### config.mk
export PLATFORM = sky130hd
export DESIGN_NAME = bp_fe_fetch_seq
export DESIGN_NICKNAME = d
export VERILOG_FILES = /design/src/rtl/bp_fe_fetch_seq.sv
export SDC_FILE = /design/constraint.sdc
export NUM_CORES = 1
export LEC_CHECK = 0
export BUFFER_PORTS_ARGS = -buffer_cell sky130_fd_sc_hd__clkbuf_2
export CAP_MARGIN = 20
export CORE_MARGIN = 5
export CORE_UTILIZATION = 56
export CTS_BUF_LIST = sky130_fd_sc_hd__clkbuf_2
export DETAILED_ROUTE_END_ITERATION = 8
export GPL_TIMING_DRIVEN = 0
export PLACE_DENSITY_LB_ADDON = 0.2
export SLEW_MARGIN = 15
export SYNTH_ARGS = -nofsm -noshare
export SYNTH_HDL_FRONTEND = slang
export SYNTH_SLANG_ARGS = --single-unit
### constraint.sdc
create_clock -name clk_i -period 9.5 [get_ports clk_i]
set_input_delay 0.95 -clock clk_i [delete_from_list [all_inputs] [get_ports clk_i]]
set_output_delay 0.95 -clock clk_i [all_outputs]
set_load 0.02 [all_outputs]
### src/rtl/bp_fe_fetch_seq.sv
// Fetch sequencer for the I$ wrapper: streams sequential fetches after a redirect,
// emits the identity-translated ptag one cycle later and buffers returned instructions.
module bp_fe_fetch_seq #(
  parameter int vaddr_width_p       = 39,
  parameter int ptag_width_p        = 28,
  parameter int page_offset_width_p = 12,
  parameter int instr_width_p       = 32,
  parameter int max_outstanding_p   = 4,
  parameter int count_width_p       = 16
) (
  input  logic                     clk_i,
  input  logic                     reset_n_i,

  input  logic                     redirect_v_i,
  input  logic [vaddr_width_p-1:0] redirect_vaddr_i,
  input  logic [count_width_p-1:0] redirect_count_i,
  input  logic                     redirect_uncached_i,
  output logic                     redirect_ready_o,

  output logic [vaddr_width_p-1:0] vaddr_o,
  output logic                     vaddr_v_o,
  input  logic                     vaddr_ready_i,

  output logic [ptag_width_p-1:0]  ptag_o,
  output logic                     ptag_v_o,
  output logic                     uncached_o,

  input  logic [instr_width_p-1:0] data_i,
  input  logic                     data_v_i,

  output logic [instr_width_p-1:0] instr_o,
  output logic [vaddr_width_p-1:0] pc_o,
  output logic                     instr_v_o,
  input  logic                     instr_yumi_i,

  output logic                     done_o,
  output logic                     error_o
);

  localparam int PTR_W     = (max_outstanding_p > 1) ? $clog2(max_outstanding_p) : 1;
  localparam int CNT_W     = $clog2(max_outstanding_p) + 1;
  localparam int TAG_SRC_W = vaddr_width_p - page_offset_width_p;
  localparam logic [CNT_W-1:0] MAX_CRED = CNT_W'(max_outstanding_p);

  typedef enum logic [1:0] {IDLE, FETCH, DRAIN} state_e;

  state_e                   state_q, state_d;
  logic [vaddr_width_p-1:0] pc_q, pc_d;
  logic [count_width_p-1:0] remaining_q, remaining_d;
  logic                     uncached_run_q, uncached_run_d;
  logic [CNT_W-1:0]         credits_q, credits_d;
  logic                     done_q, done_d;
  logic                     error_q, error_d;
  logic                     ptag_v_q, ptag_v_d;
  logic [ptag_width_p-1:0]  ptag_q, ptag_d;
  logic                     uncached_q, uncached_d;

  logic [PTR_W-1:0]         pcq_wr_q, pcq_wr_d, pcq_rd_q, pcq_rd_d;
  logic [CNT_W-1:0]         pcq_cnt_q, pcq_cnt_d;
  logic [PTR_W-1:0]         rb_wr_q, rb_wr_d, rb_rd_q, rb_rd_d;
  logic [CNT_W-1:0]         rb_cnt_q, rb_cnt_d;

  logic [vaddr_width_p-1:0] pcq_mem      [max_outstanding_p];
  logic [vaddr_width_p-1:0] rb_pc_mem    [max_outstanding_p];
  logic [instr_width_p-1:0] rb_instr_mem [max_outstanding_p];

  logic                     fetch_hs;
  logic                     pcq_push, pcq_pop, rb_push, rb_pop;
  logic [ptag_width_p-1:0]  issue_tag;

  // Issue gating uses registered credits only, so vaddr_v_o never depends on ready.
  assign vaddr_v_o = (state_q == FETCH) && (remaining_q != '0) && (credits_q < MAX_CRED);
  assign fetch_hs  = vaddr_v_o & vaddr_ready_i;
  assign pcq_push  = fetch_hs;
  assign pcq_pop   = data_v_i && (pcq_cnt_q != '0);
  assign rb_push   = pcq_pop;
  assign rb_pop    = instr_yumi_i && (rb_cnt_q != '0);

  generate
    if (TAG_SRC_W >= ptag_width_p) begin : g_tag_trunc
      assign issue_tag = pc_q[page_offset_width_p +: ptag_width_p];
    end else begin : g_tag_ext
      assign issue_tag = {{(ptag_width_p-TAG_SRC_W){1'b0}},
                          pc_q[vaddr_width_p-1:page_offset_width_p]};
    end
  endgenerate

  always_comb begin
    state_d        = state_q;
    pc_d           = pc_q;
    remaining_d    = remaining_q;
    uncached_run_d = uncached_run_q;
    done_d         = 1'b0;
    unique case (state_q)
      IDLE: begin
        if (redirect_v_i) begin
          pc_d           = redirect_vaddr_i & ~vaddr_width_p'(3);
          remaining_d    = redirect_count_i;
          uncached_run_d = redirect_uncached_i;
          if (redirect_count_i == '0) done_d = 1'b1;
          else                        state_d = FETCH;
        end
      end
      FETCH: begin
        if (fetch_hs) begin
          pc_d        = pc_q + vaddr_width_p'(4);
          remaining_d = remaining_q - count_width_p'(1);
          if (remaining_q == count_width_p'(1)) state_d = DRAIN;
        end
      end
      DRAIN: begin
        if (credits_q == '0) begin
          state_d = IDLE;
          done_d  = 1'b1;
        end
      end
      default: state_d = IDLE;
    endcase
  end

  always_comb begin
    ptag_v_d   = fetch_hs;
    ptag_d     = fetch_hs ? issue_tag : '0;
    uncached_d = fetch_hs & uncached_run_q;
    credits_d  = credits_q + CNT_W'(fetch_hs) - CNT_W'(rb_pop);
    error_d    = error_q | (data_v_i & (pcq_cnt_q == '0));

    pcq_wr_d   = pcq_push ? pcq_wr_q + PTR_W'(1) : pcq_wr_q;
    pcq_rd_d   = pcq_pop  ? pcq_rd_q + PTR_W'(1) : pcq_rd_q;
    pcq_cnt_d  = pcq_cnt_q + CNT_W'(pcq_push) - CNT_W'(pcq_pop);

    rb_wr_d    = rb_push ? rb_wr_q + PTR_W'(1) : rb_wr_q;
    rb_rd_d    = rb_pop  ? rb_rd_q + PTR_W'(1) : rb_rd_q;
    rb_cnt_d   = rb_cnt_q + CNT_W'(rb_push) - CNT_W'(rb_pop);
  end

  always_ff @(posedge clk_i or negedge reset_n_i) begin
    if (!reset_n_i) begin
      state_q        <= IDLE;
      pc_q           <= '0;
      remaining_q    <= '0;
      uncached_run_q <= 1'b0;
      credits_q      <= '0;
      done_q         <= 1'b0;
      error_q        <= 1'b0;
      ptag_v_q       <= 1'b0;
      ptag_q         <= '0;
      uncached_q     <= 1'b0;
      pcq_wr_q       <= '0;
      pcq_rd_q       <= '0;
      pcq_cnt_q      <= '0;
      rb_wr_q        <= '0;
      rb_rd_q        <= '0;
      rb_cnt_q       <= '0;
    end else begin
      state_q        <= state_d;
      pc_q           <= pc_d;
      remaining_q    <= remaining_d;
      uncached_run_q <= uncached_run_d;
      credits_q      <= credits_d;
      done_q         <= done_d;
      error_q        <= error_d;
      ptag_v_q       <= ptag_v_d;
      ptag_q         <= ptag_d;
      uncached_q     <= uncached_d;
      pcq_wr_q       <= pcq_wr_d;
      pcq_rd_q       <= pcq_rd_d;
      pcq_cnt_q      <= pcq_cnt_d;
      rb_wr_q        <= rb_wr_d;
      rb_rd_q        <= rb_rd_d;
      rb_cnt_q       <= rb_cnt_d;
    end
  end

  // Storage arrays carry no reset; empty entries are masked on the outputs.
  always_ff @(posedge clk_i) begin
    if (pcq_push) pcq_mem[pcq_wr_q] <= pc_q;
    if (rb_push) begin
      rb_pc_mem[rb_wr_q]    <= pcq_mem[pcq_rd_q];
      rb_instr_mem[rb_wr_q] <= data_i;
    end
  end

  assign redirect_ready_o = (state_q == IDLE);
  assign vaddr_o          = pc_q;
  assign ptag_v_o         = ptag_v_q;
  assign ptag_o           = ptag_q;
  assign uncached_o       = uncached_q;
  assign instr_v_o        = (rb_cnt_q != '0);
  assign instr_o          = instr_v_o ? rb_instr_mem[rb_rd_q] : '0;
  assign pc_o             = instr_v_o ? rb_pc_mem[rb_rd_q] : '0;
  assign done_o           = done_q;
  assign error_o          = error_q;

endmodule

**Yosys cells after proc, flatten, opt, wreduce, memory -nomap -nowiden**

Memory sizes are Yosys's and may differ from the RTL's.
Index checks and enable logic that the tools add are counted.

- Input port bits: 94
- Memories kept: 3
- RAM bits: 440
- Output and inout bits: 145
- Flip-flop bits (word level): 106
- Word-level logic and storage cells: 82

- Eq/ne operators: 8
- Bitwise operators: 4
- Reduce and logical (&&, ||, !) cells: 15
- Magnitude comparators: 1
- $add $sub $neg: 12
- Muxes and demuxes: 23

Memories:

| memory | depth | bits a word | read ports | clocked after Yosys merged registers in | write ports | RTL line | source |
|---|---|---|---|---|---|---|---|
| pcq_mem | 4 | 39 | 1 | 0 | 1 | 63 | `logic [vaddr_width_p-1:0] pcq_mem [max_outstanding_p];` |
| rb_pc_mem | 4 | 39 | 1 | 0 | 1 | 64 | `logic [vaddr_width_p-1:0] rb_pc_mem [max_outstanding_p];` |
| rb_instr_mem | 4 | 32 | 1 | 0 | 1 | 65 | `logic [instr_width_p-1:0] rb_instr_mem [max_outstanding_p];` |

Operators with widths:

| cell | number |
|---|---|
| 39-bit two-way mux | 3 |
| 39-bit case mux with 2 select lines | 1 |
| 39-bit by 3-bit adder with 39-bit output (second input constant) | 1 |
| 16-bit two-way mux | 2 |
| 32-bit two-way mux | 1 |
| 16-bit case mux with 2 select lines | 1 |
| 27-bit two-way mux | 1 |
| 16-bit by 1-bit == test with 1-bit output (second input constant) | 1 |
| 16-bit logical NOT | 1 |
| 16-bit nonzero test | 1 |
| 16-bit by 1-bit subtractor with 16-bit output (second input constant) | 1 |
| 2-bit two-way mux | 5 |
| 3-bit by 1-bit adder with 3-bit output | 3 |
| 3-bit by 1-bit subtractor with 3-bit output | 3 |
| 2-bit by 1-bit adder with 2-bit output (second input constant) | 4 |
| 2-bit != test (second input constant) | 4 |
| 1-bit two-way mux | 7 |
| 3-bit logical NOT | 2 |
| 2-bit case mux with 3 select lines | 1 |
| 3-bit nonzero test | 2 |
| 5-bit AND reduction | 1 |
| 1-bit logical AND | 4 |
| 1-bit AND | 3 |
| 3-bit less-than comparator (second input constant) | 1 |
| 9 further kinds | 9 |

**Longest topological paths before layout**

- Depth in word-level cells: 6
- Mapped depth: 13
- Gate-level depth less buffers: 12

**Least setup slack after synthesis**

Ideal clock, no wire load.

- Path kind: input to register
- Start point: in data_v_i
- End point: mem rb_instr_mem[0][0] (enable)
- Path buffers: 1
- Arrival: 3058 ps
- Slack: 6008 ps
- Data required time: 9065 ps
- Stages: 3
- Setup time: 435 ps
- Cells stage by stage: nor2b_1 buf_1 and2_1

- Cells in the longest elaborated chain, start to end: 3

RTL lines:

| item | RTL line | source |
|---|---|---|
| from (decl) | 29 | `input logic data_v_i,` |
| 1-bit logical AND | 75 | `assign pcq_pop = data_v_i && (pcq_cnt_q != '0);` |
| named net pcq_pop | 68 | `logic pcq_push, pcq_pop, rb_push, rb_pop;` |
| 1-bit two-way mux | 178 | `if (rb_push) begin` |
| 1-bit two-way mux (implied by the code) | 180 | `rb_instr_mem[rb_wr_q] <= data_i;` |
| to (decl) | 65 |  |

The timed path passes the listed nets, and every way through them passes these cells.

**Worst setup path in the final report**

- Start point: reg rb_rd_q[0]
- End point: out pc_o[10]

- Cells in the longest elaborated chain, start to end: 2

RTL lines:

| item | RTL line | source |
|---|---|---|
| from (decl) | 60 | `logic [PTR_W-1:0] rb_wr_q, rb_wr_d, rb_rd_q, rb_rd_d;` |
| from (signal assigned) | 170 | `rb_rd_q <= rb_rd_d;` |
| memory read 4 x 39 bit | n/a |  |
| 39-bit two-way mux | 191 | `assign pc_o = instr_v_o ? rb_pc_mem[rb_rd_q] : '0;` |
| to (decl) | 32 | `output logic [vaddr_width_p-1:0] pc_o,` |

Every way passes these cells.

==> impl_metrics.ini <==
[run_status]
status = finished clean

[global_route]
grt_overflow_total = 0
grt_max_degree = 88
grt_pass1_wl_um = 76880
antenna_found_initial = 1
track_usage_pct = 24.08
grt_pass1_vias = 13445

[worst_setup_path]
crit_path_cell_trace = clkbuf_1 -> buf_2 -> mux4_2 -> and2_1 -> clkbuf_2
crit_path_top_delay_cell = mux4_2
reg2reg_setup_slack_ns = 5.51
critPathRequiredTime_ns = 8.55
slowest_delay_ns = 0.59
critPathMaxFanout = 10
end_kind = output pin
path_class = register to output pin
start_kind = register
cp.arrival_ns = 3.30

[floorplan]
pin_count = 239
die-area_um2 = 42120
start_util_pct = 56.66
core_um2 = 37670
die_w_um = 205.2
rows = 71
die_h_um = 205.2

[yosys]
synthCells = 1235
synthMuxAreaShare_pct = 11.36
yosys.area_share.adder_pct = 1.278
synth_top_family_by_area = multiplexers
synthArstFlopShare_pct = 19.70
synth_compound_area_share_pct = 5.112
yosysSeqAreaShare_pct = 71.85
yosys.area_share.simple_pct = 8.003
synth_edf_count = 424
postSynthAreaPerCell_um2 = 17.28
synthFlopType = edfxtp_1
ys_warn_count = 0
synth_area_um2 = 21340
ys_types = 65
ys_ff_latch = 528
synth-xor-area-share_pct = 0.4925

[clocking]
clk_pin_slew_ns = 0.11
cts_tree = built
cts.htree.levels = 4
clk_latency_ns = 1.07
root_buffer = clkbuf_2
cts_sinks = 528
cts_max_path_buffers = 3
cts_buffers = 136

[layout]
syn_to_final_growth_pct = 15.79
final_common_cell = clkbuf_2
multiInputGateArea_um2 = 5634
fin_nets = 1733
ff_latch_area_um2 = 15330
fillers = 2760
final_cell_mix = clkbuf_2 (431), edfxtp_1 (424), mux4_2 (106)
drive_gt1_share_pct = 35.47

[sta]
max_freq_mhz = 235.2
clock_skew_ns = 0.08220
final_hold_viol_count = 0
tns_ns = 0
worst_slew_pin_slew_ns = 1.045
finalSetupViolations = 0
maxSlewViolCount = 0
slew_headroom_pct = 30.33
rsz0062_at_grt = no
fin_crit_ns = 4.252
finalWorstSetupSlack_ns = 5.248
period_share_pct = 44.76

[drt]
vias = 12952
drtIter0Drc = 1009
wire_per_inst_um = 22.27
ant_nets = 0
route.detailed.drc = 0
drt-vias-per-instance = 5.811
firstDrtPassIters = 5
wirelength_um = 49640

[pwr]
peakVddDrop_mv = 0.1553
power_per_cell_area_nw_per_um2 = 328.5
leakage_nw = 9.237

[run]
max-cap-violations = 0

[placed_design]
pre_cts_ws_ns = 5.395
portBuffers = 231
place_hpwl_um = 32600
globalplace.congestion = 0.9242

[min_path]
worstHoldPathType = input port to register
routing by layer:
metal	share of wire, %	wire [µm]	global-route usage [%]	up-vias
met4	2.6	1279	8.995	0
li1	-	-	-	5685
met1	40	19960	32.66	6500
met2	49	24230	38.20	665
met3	8.4	4169	6.351	102
met5	0	0	0	-
state kept, by name, summed over array words and instances (netlist names), 2 cells and up:
signal and flops:
pcq_rd_q 2, vaddr_o 37, rb_cnt_q 3, pcq_cnt_q 3
rb_rd_q 2, pcq_wr_q 2, rb_instr_mem 128, remaining_q 16
pcq_mem 148, credits_q 3, rb_wr_q 2, ptag_o 27
rb_pc_mem 148, state_q 2
critical path, delay by kind of cell, from the launching register on:
family | cells | cell delay (ns)
simple gates | 1 | 0.18
mux | 1 | 0.59
buf+inv | 3 | 1.13
flops | 1 | 0.34
synthesized netlist by cell type, types with 4 or more instances:
library cell,count,area [µm²]
a211oi_1,4,30.03
a21o_1,6,45.04
a21oi_1,50,250.2
a22oi_1,6,45.04
a2bb2oi_1,11,96.34
a31oi_1,5,31.28
a32oi_1,4,35.03
and2_1,109,681.9
and3_1,5,31.28
buf_1,5,18.77
buf_2,16,80.08
buf_4,6,45.04
clkbuf_1,46,172.7
dfrtp_1,104,2603
edfxtp_1,424,12730
ha_1,17,212.7
inv_1,20,75.07
mux4_2,106,2387
nand2_1,52,195.2
nand2b_1,4,25.02
nand3_1,19,95.09
nand4_1,21,131.4
nor2_1,41,153.9
nor2b_1,5,31.28
nor3_1,13,65.06
nor4_1,9,56.30
o21ai_0,36,180.2
o22a_1,5,43.79
o22ai_1,14,87.58
o32ai_1,4,35.03
xnor2_1,10,87.58
where the power goes:
part           switching [W]  internal (W)
clock network       0.000885      0.000699
registers           0.000381       0.00327
logic                0.00174       0.00115
total                0.00300       0.00511
stage by stage:
step | instance area [µm²] | std cells | total power [W] | hold slack, ns | utilization [%]
5_1_grt | 24710 | 2229 | 0.008595 | 0.03347 | 65.61
4_1_cts | 24700 | 2227 | 0.008208 | 0.01534 | 65.57
3_3_place_gp | 23150 | 1981 | 0.006511 | 0.4418 | 61.47
6_report | 24710 | 2229 | 0.008119 | 0.1293 | 65.61
2_1_floorplan | 21360 | 1239 | 0.005526 | 0.4494 | -
3_5_place_dp | 23400 | 1990 | 0.006615 | 0.4463 | 62.13
area by class of cell:
class                           count  share of cell area [%]
Clock buffer                      201                   4.071
Timing Repair Buffer              242                   5.711
Inverter                           20                  0.3038
Tap cell                          511                   2.587
Clock inverter                     35                   1.134
Sequential cell                   528                   62.06
Antenna cell                        1                 0.01013
Multi-Input combinational cell    617                   22.80
Buffer                             74                   1.327
worst paths after layout:
kind,startpoint,end,depth (start not counted)
worst max-delay path,rb_rd_q[0]$_DFFE_PN0P_,pc_o[10],5
worst min-delay path,redirect_uncached_i,uncached_run_q$_DFFE_PN0P_,2
worst max register to register,remaining_q[0]$_DFFE_PN0P_,credits_q[2]$_DFF_PN0_,13
worst min register to register,error_o$_DFF_PN0_,error_o$_DFF_PN0_,1
max in group asynchronous,reset_n_i,vaddr_o[24]$_DFFE_PN0P_,3
min in group asynchronous,reset_n_i,ptag_o[23]$_DFF_PN0_,2
kinds of logic (layout without fill, tap and decap cells):
family	after synthesis	after routing
xor gates and xnor gates	12	12
muxes	109	109
AOI/OAI and AO/OA	169	169
DFF	528	528
other	1	6
and+or+nand+nor	302	302
adders and majority gates	20	20
buffers and inverters	94	572
repair_timing:
item / CTS / global route
hold buffers: 1 / 0
gates resized for setup: 0 / 0
setup endpoints to repair: 0 / 0
endpoints found under the hold margin: 28 / 0
buffers inserted: 0 / 0
No activity file was read; power rests on OpenSTA's default activity.
